--- config.mk ---
export PLATFORM = sky130hd
export DESIGN_NAME = uart_prog_loader
export DESIGN_NICKNAME = d
export VERILOG_FILES = /design/src/rtl/uart_prog_loader.sv
export SDC_FILE = /design/constraint.sdc
export NUM_CORES = 1
export LEC_CHECK = 0
export BUFFER_PORTS_ARGS = -buffer_cell sky130_fd_sc_hd__buf_4
export CAP_MARGIN = 10
export CORE_UTILIZATION = 54
export DETAILED_ROUTE_END_ITERATION = 8
export GPL_TIMING_DRIVEN = 0
export PLACE_DENSITY_LB_ADDON = 0.08
export SYNTH_ARGS = -nofsm -noshare
export SYNTH_HDL_FRONTEND = slang
export SYNTH_SLANG_ARGS = --single-unit
--- constraint.sdc ---
create_clock -name clk -period 2.81 [get_ports clk]
set_input_delay 0.1405 -clock clk [delete_from_list [all_inputs] [get_ports clk]]
set_output_delay 0.1405 -clock clk [all_outputs]
set_load 0.02 [all_outputs]
--- src/rtl/uart_prog_loader.sv ---
// uart_prog_loader: packs UART bytes little-endian into 32-bit words and writes them to imem.
// Holds the CPU until CELL_NUMBERS words are stored; LOADER_CHECKSUM_EN adds a trailing XOR byte check.
module uart_prog_loader #(
    parameter int CELL_NUMBERS   = 64,
    parameter int ADDR_W         = 8,
    parameter int TIMEOUT_CYCLES = 100000
) (
    input  logic              clk,
    input  logic              rst,
    input  logic              rx_valid,
    input  logic [7:0]        rx_data,
    output logic              imem_we,
    output logic [ADDR_W-1:0] imem_addr,
    output logic [31:0]       imem_wdata,
    output logic              cpu_hold,
    output logic              load_done,
    output logic              load_error,
    output logic [ADDR_W:0]   words_loaded
);

    localparam bit TO_EN = (TIMEOUT_CYCLES > 0);
    localparam int TW    = TO_EN ? $clog2(TIMEOUT_CYCLES + 1) : 1;

    localparam logic [TW-1:0]   TLIM = TW'(TIMEOUT_CYCLES);
    localparam logic [TW-1:0]   TONE = TW'(1);
    localparam logic [ADDR_W:0] LAST = (ADDR_W + 1)'(CELL_NUMBERS - 1);
    localparam logic [ADDR_W:0] CONE = (ADDR_W + 1)'(1);

    typedef enum logic [2:0] {
        S_LOAD  = 3'd0,
        S_WRITE = 3'd1,
        S_DONE  = 3'd2
`ifdef LOADER_CHECKSUM_EN
        ,
        S_CHECK = 3'd3,
        S_ERROR = 3'd4
`endif
    } state_t;

    state_t            r_state;
    state_t            w_state_nxt;
    logic [1:0]        r_byte_idx;
    logic [ADDR_W:0]   r_word_cnt;
    logic [31:0]       r_shift;
    logic [TW-1:0]     r_idle;

    logic              w_last;
    logic              w_expire;
    logic              w_accept;
    logic [1:0]        w_idx;
    logic              w_word_full;
    logic [31:0]       w_shift_nxt;

`ifdef LOADER_CHECKSUM_EN
    logic [7:0]        r_csum;
    logic [7:0]        w_fold;

    assign w_fold = r_shift[7:0] ^ r_shift[15:8]
                  ^ r_shift[23:16] ^ r_shift[31:24];
`endif

    assign w_last   = (r_word_cnt == LAST);
    assign w_expire = TO_EN && (r_state == S_LOAD)
                   && (r_byte_idx != 2'd0) && (r_idle == TLIM);

    // A byte arriving during a non-final write starts the next word.
    assign w_accept = rx_valid && ((r_state == S_LOAD)
                   || ((r_state == S_WRITE) && !w_last));

    // On expiry the partial word is dropped, so a same-cycle byte is byte 0.
    assign w_idx       = w_expire ? 2'd0 : r_byte_idx;
    assign w_word_full = w_accept && (w_idx == 2'd3);

    always_comb begin
        w_shift_nxt = w_expire ? 32'd0 : r_shift;
        if (w_accept) begin
            w_shift_nxt[{w_idx, 3'b000} +: 8] = rx_data;
        end
    end

    always_ff @(posedge clk or negedge rst) begin
        if (!rst) begin
            r_state <= S_LOAD;
        end else begin
            r_state <= w_state_nxt;
        end
    end

    always_comb begin
        w_state_nxt = r_state;
        unique case (r_state)
            S_LOAD: begin
                if (w_word_full) begin
                    w_state_nxt = S_WRITE;
                end
            end
            S_WRITE: begin
                if (w_last) begin
`ifdef LOADER_CHECKSUM_EN
                    w_state_nxt = S_CHECK;
`else
                    w_state_nxt = S_DONE;
`endif
                end else begin
                    w_state_nxt = S_LOAD;
                end
            end
`ifdef LOADER_CHECKSUM_EN
            S_CHECK: begin
                if (rx_valid) begin
                    w_state_nxt = (rx_data == r_csum) ? S_DONE : S_ERROR;
                end
            end
`endif
            default: begin
                w_state_nxt = r_state;
            end
        endcase
    end

    always_comb begin
        imem_we    = 1'b0;
        imem_addr  = '0;
        imem_wdata = 32'd0;
        cpu_hold   = 1'b1;
        load_done  = 1'b0;
        load_error = 1'b0;
        unique case (r_state)
            S_WRITE: begin
                imem_we    = 1'b1;
                imem_addr  = r_word_cnt[ADDR_W-1:0];
                imem_wdata = r_shift;
            end
            S_DONE: begin
                cpu_hold  = 1'b0;
                load_done = 1'b1;
            end
`ifdef LOADER_CHECKSUM_EN
            S_ERROR: begin
                load_error = 1'b1;
            end
`endif
            default: begin
                imem_we = 1'b0;
            end
        endcase
    end

    assign words_loaded = r_word_cnt;

    always_ff @(posedge clk or negedge rst) begin
        if (!rst) begin
            r_byte_idx <= 2'd0;
            r_word_cnt <= '0;
            r_shift    <= 32'd0;
            r_idle     <= '0;
        end else begin
            r_shift <= w_shift_nxt;
            if (w_accept) begin
                r_byte_idx <= w_idx + 2'd1;
            end else if (w_expire) begin
                r_byte_idx <= 2'd0;
            end
            if (!TO_EN || rx_valid || w_expire) begin
                r_idle <= '0;
            end else if ((r_state == S_LOAD) && (r_byte_idx != 2'd0)) begin
                r_idle <= r_idle + TONE;
            end
            if (r_state == S_WRITE) begin
                r_word_cnt <= r_word_cnt + CONE;
            end
        end
    end

`ifdef LOADER_CHECKSUM_EN
    always_ff @(posedge clk or negedge rst) begin
        if (!rst) begin
            r_csum <= 8'd0;
        end else if (r_state == S_WRITE) begin
            r_csum <= r_csum ^ w_fold;
        end
    end
`endif

endmodule

# ---- Yosys cells after proc, flatten, opt, wreduce, memory -nomap -nowiden
# Cells that the tools add are included.
dict set report totals {
  out_inout_bits 53
  word_cells 45
  regBits 63
  input_bits 11
}
dict set report op_classes {
  reduce_logical 13
  n_addsub 4
  n_shift 2
  n_mux 15
  n_eq_ne 6
}
# operator count
set ops {}
lappend ops {{32-bit 2-to-1 mux} 3}
lappend ops {{17-bit 2-to-1 mux} 2}
lappend ops {{32-bit bitwise mux} 1}
lappend ops {{8-bit by 7-bit variable shift with 32-bit output (first input constant)} 1}
lappend ops {{8-bit by 7-bit variable part select with 32-bit output} 1}
lappend ops {{17-bit by 1-bit adder with 17-bit output (second input constant)} 1}
lappend ops {{17-bit == test (second input constant)} 1}
lappend ops {{9-bit by 1-bit adder with 9-bit output (second input constant)} 1}
lappend ops {{9-bit by 6-bit == test with 1-bit output (second input constant)} 1}
lappend ops {{8-bit 2-to-1 mux} 1}
lappend ops {{5-bit negator with 7-bit output} 1}
lappend ops {{2-bit 2-to-1 mux} 3}
lappend ops {{3-bit one-hot mux with 2 select lines} 1}
lappend ops {{2-bit nonzero test} 3}
lappend ops {{1-bit logical AND} 5}
lappend ops {{3-bit by 1-bit == test with 1-bit output (second input constant)} 1}
lappend ops {{3-bit by 2-bit == test with 1-bit output (second input constant)} 1}
lappend ops {{3-bit logical NOT} 1}
lappend ops {{1-bit 2-to-1 mux} 3}
lappend ops {{3-bit 2-to-1 mux} 1}
lappend ops {{2-bit by 1-bit adder with 2-bit output (second input constant)} 1}
lappend ops {{2-bit == test (second input constant)} 1}
lappend ops {{1-bit logical OR} 2}
lappend ops {{2-bit != test (second input constant)} 1}
lappend ops {{other kinds (2)} 2}

# ---- Logic depth before layout (Yosys ltp)
dict set report logic_depth {
  word_depth 8
  ltp_mapped 12
  ltp_nobuf 10
}

# ---- Worst setup path before layout
# No wires, ideal clock.
dict set report synth_path {
  kind {register to register}
  from {reg r_idle[0]}
  to {reg r_shift[10]}
  stages_incl_launch_ff 11
  synth_period_minus_slack_ns 2.419
  slack_ns 0.391
  setup_time_ns 0.067
  arrival_ns 2.352
  n_path_buf 1
  required_ns 2.743
  path_cell_list {dfrtp_1 inv_1 ha_1 nor4bb_1 nand4_1 o21ai_0 ha_1 nand3b_1 nor4bb_1 clkbuf_1 a22o_1}
}
dict set report synth_via {
  elab_chain_len 7
  elab_cells_between_ends 9
  cone_classes {add/sub: 1; eq/ne: 1; shift: 2; mux: 4; reduce/logical: 1}
}
# element line_no
set synth_rtl {}
lappend synth_rtl {{start: declaration} 45} ;# logic [TW-1:0] r_idle;
lappend synth_rtl {{start signal: assignment} 167} ;# r_idle <= r_idle + TONE;
lappend synth_rtl {{17-bit == test *} 64} ;# && (r_byte_idx != 2'd0) && (r_idle == TLIM);
lappend synth_rtl {{1-bit logical AND *} 64}
lappend synth_rtl {{2-bit 2-to-1 mux} --}
lappend synth_rtl {{5-bit negator with 7-bit output} 77} ;# w_shift_nxt[{w_idx, 3'b000} +: 8] = rx_data;
lappend synth_rtl {{8-bit by 7-bit variable part select with 32-bit output / 8-bit by 7-bit variable shift with 32-bit output (equally long branches)} 77}
lappend synth_rtl {{32-bit bitwise mux} 77}
lappend synth_rtl {{32-bit 2-to-1 mux *} 76} ;# if (w_accept) begin
lappend synth_rtl {{named net w_shift_nxt[10]} 52} ;# logic [31:0] w_shift_nxt;
lappend synth_rtl {{end signal: assignment} 158} ;# r_shift <= w_shift_nxt;
lappend synth_rtl {{end: declaration} 44} ;# logic [31:0] r_shift;
# Mark *: on every way through the listed nets, which the timed path passes. The rest lies on a longest branch.
# A chain may end at the register's enable or synchronous reset.

# ---- Worst setup path after layout
# Same ends and word-level chain as after synthesis.

==> impl_metrics.toml <==
[setup_path]
cp.depth = 10
endpoint_kind = "flip-flop"
path_max_fanout = 8
startpoint_type = "flip-flop"
path_class = "reg -> reg"
crit_family = "simple AND/OR/NAND/NOR gates"
max_stage_delay_ns = 0.44
r2r_slack_ns = 0.15
rr_worst_depth = 10
path_buf_inv = 2
critPathSlowestCell = "o21ai_1"
cp.arrival_ns = 2.94
required_ns = 3.09
r2r_start = "r_idle[0]"
r2r_end = "r_shift[10]"
path_cells = "inv_1, ha_1, nor4bb_2, nand4_1, o21ai_1, ha_4, nand3b_1, nor4bb_1, buf_4, a22o_1"

[logic_synthesis]
yosysSeqAreaShare = 0.509
netlist-cell-type-count = 36
syn_nets = 301
syn_area_um2 = 3050
synth_top_family_by_area = "simple AND/OR/NAND/NOR gates"
async_flop_share = 1.00
synth_top_area_share = 0.509
synth_area_per_cell_um2 = 10.8
synthXorXnorAreaFrac = 0.0719
synth_mux_area_frac = 0.00370
synth_commonest_cells = "dfrtp_1, and2_1, a22o_1"
synth.most_common_cell = "dfrtp_1"
yosys.area.top_type = "dfrtp_1"
synth-compound-area-share = 0.111
ys_seq_elements = 62
synth_edf_count = 0
synth_area_leaders = "dfrtp_1, and2_1, a22o_1"
synthCells = 282
synth_simple_gate_area_frac = 0.242
ys.warnings.count = 0
synthAdderAreaFrac = 0.0329
ys.flop_type = "dfrtp_1"

[power_and_ir_drop]
power_frac_comb = 0.330
power.switching_uw = 999
peakVddDrop_uv = 513
intPower_mw = 1.91
clock_power_share = 0.232
seqPwrFrac = 0.438
pwr_density_cell_nw_per_um2 = 761
p_leak_nw = 1.86
switching_share = 0.344

[global_routing]
grt_pass1_wl_um = 11600
grt_overflow = 0
grt_max_degree = 63
grt_pass1_vias = 2436
grt.total_usage = 0.253
antenna_found_initial = 0

[routing]
wl_um = 6820
drt_iter0_markers = 114
drt_first_pass_iters = 4
via_count = 2352
drc = 0
routedWlPerCell_um = 15.8
ant_nets = 0
via_per_inst = 5.44

[die]
initial_utilization = 0.578
io_pins = 64
die_x_um = 77.1
fp.dieArea_um2 = 5940
core_area_um2 = 5270
die_h_um = 77.1
rows = 26

[hold_path]
hold_path_class = "in -> reg"
hold_end = "r_shift[27]"
holdPathStages = 2
holdCritStartpoint = "rx_data[3]"

[sta]
relSlewSlack = 0.497
min_period_over_period = 0.946
fmax_mhz = 376
hold_viol = 0
tightest_slew_ns = 0.755
setup_viol = 0
finalMaxSlewViolations = 0
skew_ns = 0.0108
period_needed_ns = 2.66
timing.hold.ws_ns = 0.0569

[placement]
place.gp.congestion = 0.802
dp_hpwl_um = 4640
port_buffers = 62
placed_cell_area_um2 = 3600

[clocking]
insertion_delay_ns = 0.34
htree_num_levels = 3
cts_made_buffers = 9
root_buffer = "clkbuf_8"
cts_buffer_depth = 2
cts.clk_slew.worst_paths_ns = 0.07
cts_num_sinks = 62
cts_tree = "done"

[run]
max-cap-violations = 0

[cells_and_area]
n_antenna_cell = 0
final_area_um2 = 3820
drive_gt1_frac = 0.265
syn2layout_area_growth_pct = 25.3
nets = 376

[run_status]
status = "completed"
[metal layers]
metal  up-vias  GRT usage  share of wire
li1       1120          -              -
met1      1152      0.332           0.45
met2        73      0.384           0.47
met3         7     0.0929          0.069
met4         0     0.0943          0.012
met5         -          0              0
[through the flow]
stage	setup TNS [ns]	total power, mW	utilization	setup WS, ns	instances
2_1_floorplan	0	1.88	-	0.391	282
3_3_place_gp	-0.288	2.15	0.683	-0.0487	414
3_5_place_dp	-1.61	2.19	0.683	-0.171	414
4_1_cts	0	2.88	0.717	0.00344	431
5_1_grt	-0.818	3.09	0.724	-0.120	432
6_report	0	2.91	0.724	0.152	432
[what timing repair did]
action / in CTS / in global routing
endpoints found under the setup margin: 27 / 32
pin swaps: 0 / 2
buffers inserted: 0 / 2
hold endpoints to repair: 62 / 0
hold buffers: 1 / 0
resized for setup: 2 / 8
[cell usage in the layout (no fill, tap or decap), drive strengths merged, types with 6 or more instances in the layout]
cell type | Yosys | routed
a22o | 32 | 32
and2 | 45 | 45
buf | 5 | 70
clkbuf | 8 | 18
dfrtp | 62 | 62
ha | 8 | 8
inv | 6 | 6
nand2 | 13 | 13
nand3 | 8 | 8
nand4 | 8 | 8
nor2 | 26 | 26
xnor2 | 14 | 14
xor2 | 11 | 11
[power by group through the flow]
| stage | logic [mW] | clock network (mW) | registers (mW) |
|---|---|---|---|
| finish | 0.959 | 0.676 | 1.27 |
| global route | 1.05 | 0.739 | 1.30 |
| CTS | 0.919 | 0.696 | 1.27 |
| detailed placement | 0.913 | 0 | 1.28 |
| global placement | 0.875 | 0 | 1.27 |
| floorplan | 0.606 | 0 | 1.27 |
[area by class of cell]
class | instances | area (um^2)
flip-flops and latches | 62 | 1550
fillers | 403 | 1450
multi-input cells | 201 | 1430
repair buffers | 65 | 490
clock buffers | 12 | 145
well taps | 70 | 87.6
plain buffers | 12 | 63.8
clock inverters | 4 | 22.5
inverters | 6 | 22.5
[flip-flops by register name, indices dropped and copies added (netlist names)]
name          cells
r_byte_idx        2
r_idle           17
r_shift          32
r_state           2
words_loaded      9
[worst max path at each step]
stage                     startpoint          end  slack, ns
after floorplan            r_idle[0]  r_shift[10]       0.39
after global placement     r_idle[0]  r_shift[10]      -0.05
after detailed placement   r_idle[0]   r_shift[9]      -0.17
after CTS                  r_idle[0]   r_shift[9]      0.003
after global routing       r_idle[0]  r_shift[14]      -0.12
final                      r_idle[0]  r_shift[10]       0.15
[kinds of logic after synthesis]
family	Yosys count
buffers and inverters	19
AND/OR/NAND/NOR	124
flip-flops	62
AO/OA/AOI/OAI	42
adder cells (fa/ha/maj)	8
multiplexers	1
other	1
XOR/XNOR	25
Note: power is estimated with default switching activity, not from simulation.
